--- config.mk ---
export PLATFORM = sky130hd
export DESIGN_NAME = turbo_encoder
export DESIGN_NICKNAME = d
export VERILOG_FILES = /design/src/rtl/turbo_encoder.sv
export SDC_FILE = /design/constraint.sdc
export NUM_CORES = 1
export LEC_CHECK = 0
export CORE_MARGIN = 1.5
export CORE_UTILIZATION = 34
export CTS_CLUSTER_SIZE = 20
export DETAILED_ROUTE_END_ITERATION = 6
export PLACE_DENSITY = 0.52
export SYNTH_ARGS = -nofsm -noshare
export SYNTH_HDL_FRONTEND = slang
export SYNTH_SLANG_ARGS = --single-unit
--- constraint.sdc ---
create_clock -name clk -period 2.95 [get_ports clk]
set_input_delay 0.59 -clock clk [delete_from_list [all_inputs] [get_ports clk]]
set_output_delay 0.59 -clock clk [all_outputs]
set_load 0.03 [all_outputs]
--- src/rtl/turbo_encoder.sv ---
// turbo_encoder: rate-1/3 LTE parallel-concatenated encoder with two 8-state RSC
// constituents (g0=1+D^2+D^3, g1=1+D+D^3) and per-encoder trellis termination.
module turbo_encoder (
    input  logic clk,
    input  logic reset,
    input  logic start,
    input  logic blocksize,
    input  logic in_valid,
    input  logic sys_in,
    input  logic itl_in,
    output logic d0,
    output logic d1,
    output logic d2,
    output logic out_valid,
    output logic tail,
    output logic busy,
    output logic done
);
    typedef enum logic [1:0] {IDLE, DATA, TAIL1, TAIL2} state_t;
    state_t state, state_nxt;
    logic [12:0] cnt;
    logic [1:0] tcnt;
    logic bs;
    logic [2:0] enc1, enc2;
    logic fb1, fb2, z1, z2, tu1, tu2, tz1, tz2, last_data, tail_end;
    logic [5:0] out_nxt;

    assign fb1 = sys_in ^ enc1[1] ^ enc1[0];
    assign fb2 = itl_in ^ enc2[1] ^ enc2[0];
    assign z1 = fb1 ^ enc1[2] ^ enc1[0];
    assign z2 = fb2 ^ enc2[2] ^ enc2[0];
    // termination input cancels the feedback, so parity reduces to s1^s3
    assign tu1 = enc1[1] ^ enc1[0];
    assign tu2 = enc2[1] ^ enc2[0];
    assign tz1 = enc1[2] ^ enc1[0];
    assign tz2 = enc2[2] ^ enc2[0];
    assign last_data = cnt == (bs ? 13'd6143 : 13'd1055);
    assign tail_end = tcnt == 2'd2;

    always_ff @(posedge clk or negedge reset)
        if (!reset) state <= IDLE;
        else state <= state_nxt;

    always_comb begin
        state_nxt = state;
        case (state)
            IDLE:    state_nxt = start ? DATA : IDLE;
            DATA:    state_nxt = (in_valid && last_data) ? TAIL1 : DATA;
            TAIL1:   state_nxt = tail_end ? TAIL2 : TAIL1;
            default: state_nxt = tail_end ? IDLE : TAIL2;
        endcase
    end

    // {d0, d1, d2, out_valid, tail, done} presented after the next edge
    always_comb begin
        out_nxt = '0;
        case (state)
            DATA:    out_nxt = in_valid ? {sys_in, z1, z2, 3'b100} : 6'b0;
            TAIL1:   out_nxt = {tu1, tz1, 4'b0110};
            TAIL2:   out_nxt = {tu2, tz2, 3'b011, tail_end};
            default: out_nxt = '0;
        endcase
    end

    always_ff @(posedge clk or negedge reset)
        if (!reset) begin
            {d0, d1, d2, out_valid, tail, done} <= '0;
            busy <= 1'b0;
            bs <= 1'b0;
            cnt <= '0;
            tcnt <= '0;
            enc1 <= '0;
            enc2 <= '0;
        end else begin
            {d0, d1, d2, out_valid, tail, done} <= out_nxt;
            busy <= state_nxt != IDLE;
            case (state)
                IDLE: if (start) begin
                    bs <= blocksize;
                    cnt <= '0;
                    enc1 <= '0;
                    enc2 <= '0;
                end
                DATA: begin
                    tcnt <= '0;
                    if (in_valid) begin
                        enc1 <= {fb1, enc1[2:1]};
                        enc2 <= {fb2, enc2[2:1]};
                        cnt <= last_data ? cnt : cnt + 13'd1;
                    end
                end
                TAIL1: begin
                    enc1 <= {1'b0, enc1[2:1]};
                    tcnt <= tail_end ? 2'd0 : tcnt + 2'd1;
                end
                default: begin
                    enc2 <= {1'b0, enc2[2:1]};
                    tcnt <= tail_end ? 2'd0 : tcnt + 2'd1;
                end
            endcase
        end
endmodule
; Word level (Yosys, flattened, before mapping)
; Cells that the tools add are included.
[op_classes]
muxes = 19
reduce_logical = 9
add_sub_neg = 2
bitwise = 13
eq_ne = 8
[ops]
columns = op, count
row1 = 13-bit 2-to-1 mux, 4
row2 = 13-bit case mux with 2 select lines, 1
row3 = 3-bit case mux with 3 select lines, 2
row4 = 6-bit case mux with 3 select lines, 1
row5 = "13-bit by 1-bit adder with 13-bit output, second input constant", 1
row6 = 13-bit equality test, 1
row7 = 1-bit bitwise XOR, 12
row8 = 3-bit 2-to-1 mux, 3
row9 = "2-bit equality test, second input constant", 3
row10 = 2-bit 2-to-1 mux, 3
row11 = 6-bit 2-to-1 mux, 1
row12 = "2-bit inequality test, second input constant", 3
row13 = 2-bit case mux with 3 select lines, 1
row14 = 3-bit AND reduction, 2
row15 = 2-bit case mux with 2 select lines, 1
row16 = 4-bit AND reduction, 1
row17 = 2-bit nonzero test, 2
row18 = 3-bit nonzero test, 1
row19 = "2-bit by 1-bit adder with 2-bit output, second input constant", 1
row20 = "2-bit by 1-bit equality test with 1-bit output, second input constant", 1
row21 = 2-bit zero test, 1
row22 = 1-bit 2-to-1 mux, 2
row23 = 2-bit AND reduction, 1
row24 = 1-bit logical AND, 1
row25 = 1-bit inverter, 1
[totals]
wordCells = 64
output_inout_bits = 7
reg_bits = 31

; Depth between registers and ports, before layout
[logic_depth]
ltp_word = 6
mapped_depth = 8

; Least setup slack after synthesis
; OpenSTA, ideal clock, no wires.
[synth_timing]
kind = reg-to-reg
from = reg state[0]
to = reg cnt[11]
required_ps = 2811
stages_incl_launch_ff = 8
path_slack_ps = 1086
t_arrival_ps = 1725
synth_period_minus_slack_ps = 1864
cell_sequence = dfrtp_1 ha_1 nand2b_1 o211ai_2 buf_2 a2111oi_0 xnor2_1 nor2_1
[synth_via]
elab_chain_len = 3
elab_cells_between_ends = 8
[synth_lines]
columns = item, line_no
row1 = from (decl), 20  ; state_t state, state_nxt;
row2 = from (signal assigned), 42  ; else state <= state_nxt;
row3 = 2-bit by 1-bit equality test with 1-bit output / 2-bit zero test (equally long branches), 77  ; case (state)
row4 = 2-bit inequality test (no source line) / 2-bit nonzero test (equally long branches), n/a
row5 = 4-bit AND reduction (no source line), n/a
row6 = to (signal assigned), 89  ; cnt <= last_data ? cnt : cnt + 13'd1;
row7 = to (decl), 21  ; logic [12:0] cnt;
; Parallel ways exist; a longest one is shown, timed or not.
; A chain may end at the register's enable or synchronous reset.

; Worst setup path after layout
[layout_timing]
from = in in_valid
to = reg cnt[5]
[layout_via]
elab_chain_len = 2
[layout_lines]
columns = item, line_no
row1 = from (decl), 8  ; input logic in_valid,
row2 = 2-bit inequality test (no source line), n/a
row3 = 4-bit AND reduction (no source line), n/a
; No other way between the ends.

==> results.cfg <==
[clock_network]
cts.clk_slew.worst_paths_ps = 70
cts_tree = done
ctsResizeCount = 0
h-tree-depth = 2
postCtsSetupBuffers = 0
cts-hold-fix-buffers = 0
cts.path.max_buffers = 2
clk_latency_ps = 280
numCtsBuffers = 5
cts.sinks = 31
ctsRootBufferMaster = clkbuf_8

[floorplan]
die_h_um = 73.9
boundaryPins = 14
dieWidth_um = 73.9
core_area_sq_um = 4790
start_util_pct = 35.7
num_rows = 25
die_area_sq_um = 5450

[synthesis]
synth_sequential_area_ratio_pct = 45.5
synthFlopType = dfrtp_1
async_flop_share_pct = 100
ys_ff_latch = 31
synth_cell_types = 45
synth-warning-count = 0
postSynthCellCount = 177
synth_nets = 189
synth_area_sq_um = 1710
synth_enable_flop_cells = 0
postSynthAreaPerCell_sq_um = 9.64

[global_routing]
grt_pass1_wl_um = 6040
grt_max_degree = 32
grt_pass1_vias = 1324
grt_overflow = 0
grt_usage_pct = 14.8
antenna_found_initial = 0

[routing]
drt_pass1_iterations = 4
drt_drc_violations_left = 0
drtIter0Drc = 108
avgRoutedWirePerCell_um = 13.7
wirelength_um = 3580
vias = 1342
via_per_inst = 5.12
antenna_left = 0

[sta]
final_hold_viol_count = 0
relSlewSlack_pct = 55.5
setup_violations = 0
tightest_slew_ps = 665
hold_ws_ps = 551
max_freq_ghz = 0.421
fin_worst_skew_ps = 4.78
finalCriticalPeriod_ps = 2370
tns_ps = 0
slew_violations = 0
post-route-period-util_pct = 80.4
setup_slack_ps = 577
rsz0062_at_grt = no

[status]
status = complete, no violations

[place]
dp_hpwl_um = 2640
gp_congestion = 0.777
placed_area_sq_um = 1920
pre_cts_slack_ps = 287
io_buffers = 13

[worst_setup_path]
r2r_slack_ps = 660
arrival_ps = 2580
crit_path_start_kind = primary input
slowest_delay_ps = 500
cp_max_fo = 15
required_ps = 3160
r2r-start = state[1]
critPathBufInv = 1
path_class = in2reg
end_kind = flop
worstRegToRegCells = 7
slowest_stage = clkdlybuf4s50_1
critPathTopFamily = simple AND/OR/NAND/NOR gates
path_cells = clkdlybuf4s50_1 -> nand2b_1 -> o211ai_2 -> or2_2 -> or3_2 -> a21oi_1
reg2reg_to = cnt[5]

[cells_and_area]
seq_area_sq_um = 776
utilization_pct = 41.9
fin_nets = 207
diodes = 0
fin_area_sq_um = 2000
n_fill_cell = 475
final_common_cell = dfrtp_1
final_layout_size_suffix_gt1_share_pct = 9.74
multi_input_area_sq_um = 870
layout_common_cells = dfrtp_1 (31), nor2_1 (15), nand2_1 (15)
area_delta_synth_final_pct = 17.4

[worst_hold_path]
hp-class = reg2reg
hold_start = tcnt[0]
min_to = tcnt[1]
min_path_cells = 1

[pwr]
p_leak_nw = 0.868
vdd.ir_drop.worst_mv = 0.298
powerDensity_nw_per_um2 = 642

[job]
drv_cap = 0
==> area by class of cell <==
| class | count | area share, % |
|---|---|---|
| flip-flops and latches | 31 | 38.7 |
| multi-input cells | 132 | 43.4 |
| clock buffers | 6 | 4.12 |
| well taps | 67 | 4.18 |
| repair buffers | 16 | 7.62 |
| clock inverters | 1 | 0.250 |
| inverters | 9 | 1.69 |
==> layer usage <==
layer  track usage (%)  up-vias  wire [um]  part of all wire [%]
li1                  -      672          -                     -
met1              18.4      641       1680                    47
met2              24.2       24       1740                    49
met3              3.02        5        109                   3.0
met4              7.20        0         57                   1.6
met5                 0        -          0                     0
==> cell usage after synthesis (4+ instances only) <==
library cell,count,area (sq um)
a21oi_1,8,40.0
dfrtp_1,31,776
ha_1,5,62.6
inv_1,9,33.8
nand2_1,15,56.3
nand2b_1,4,25.0
nand3_1,11,55.1
nor2_1,15,56.3
o21ai_0,7,35.0
xnor2_1,10,87.6
xor2_1,6,52.6
==> how the worst max path moves through the flow <==
stage | start | cells past startpoint | to
global placement | start | 6 | cnt[5]
CTS | in_valid | 6 | cnt[5]
finish | in_valid | 6 | cnt[5]
floorplan | state[0] | 7 | cnt[11]
global route | in_valid | 6 | cnt[11]
detailed placement | start | 6 | cnt[5]
==> per-stage QoR <==
step / power, W / std cells
floorplan: 0.000839 / 177
global placement: 0.000937 / 255
global route: 0.00136 / 262
CTS: 0.00130 / 262
finish: 0.00129 / 262
detailed placement: 0.000953 / 255
==> cell families after synthesis <==
logic type,Yosys count,share of synthesized area [%]
multiplexers,3,1.91
AO/OA/AOI/OAI,35,14.4
flip-flops,31,45.5
adder cells (fa/ha/maj),5,3.67
AND/OR/NAND/NOR,73,22.7
XOR/XNOR,16,8.21
buffers and inverters,14,3.59
==> where the power goes <==
| group | total (W) | switching [W] | leakage (nW) | internal (W) |
|---|---|---|---|---|
| sequential | 0.000604 | 0.0000947 | 0.398 | 0.000510 |
| combinational | 0.000341 | 0.000177 | 0.423 | 0.000164 |
| clock | 0.000340 | 0.000157 | 0.0470 | 0.000183 |
==> worst register-to-register path, delay by kind of cell (launching register included) <==
family / cells / cell delay, ps
simple gates: 3 / 1040
compound gates: 2 / 450
flops: 1 / 370
fa+ha+maj: 1 / 300
buf+inv: 1 / 70
==> flip-flops by register name, summed over array words and instances, names as in the netlist <==
| name | count |
|---|---|
| bs | 1 |
| d0 | 1 |
| enc1 | 3 |
| tcnt | 2 |
| tail | 1 |
| d1 | 1 |
| state | 2 |
| done | 1 |
| out_valid | 1 |
| busy | 1 |
| enc2 | 3 |
| d2 | 1 |
| cnt | 13 |
Power figures use the tool's default switching activity.
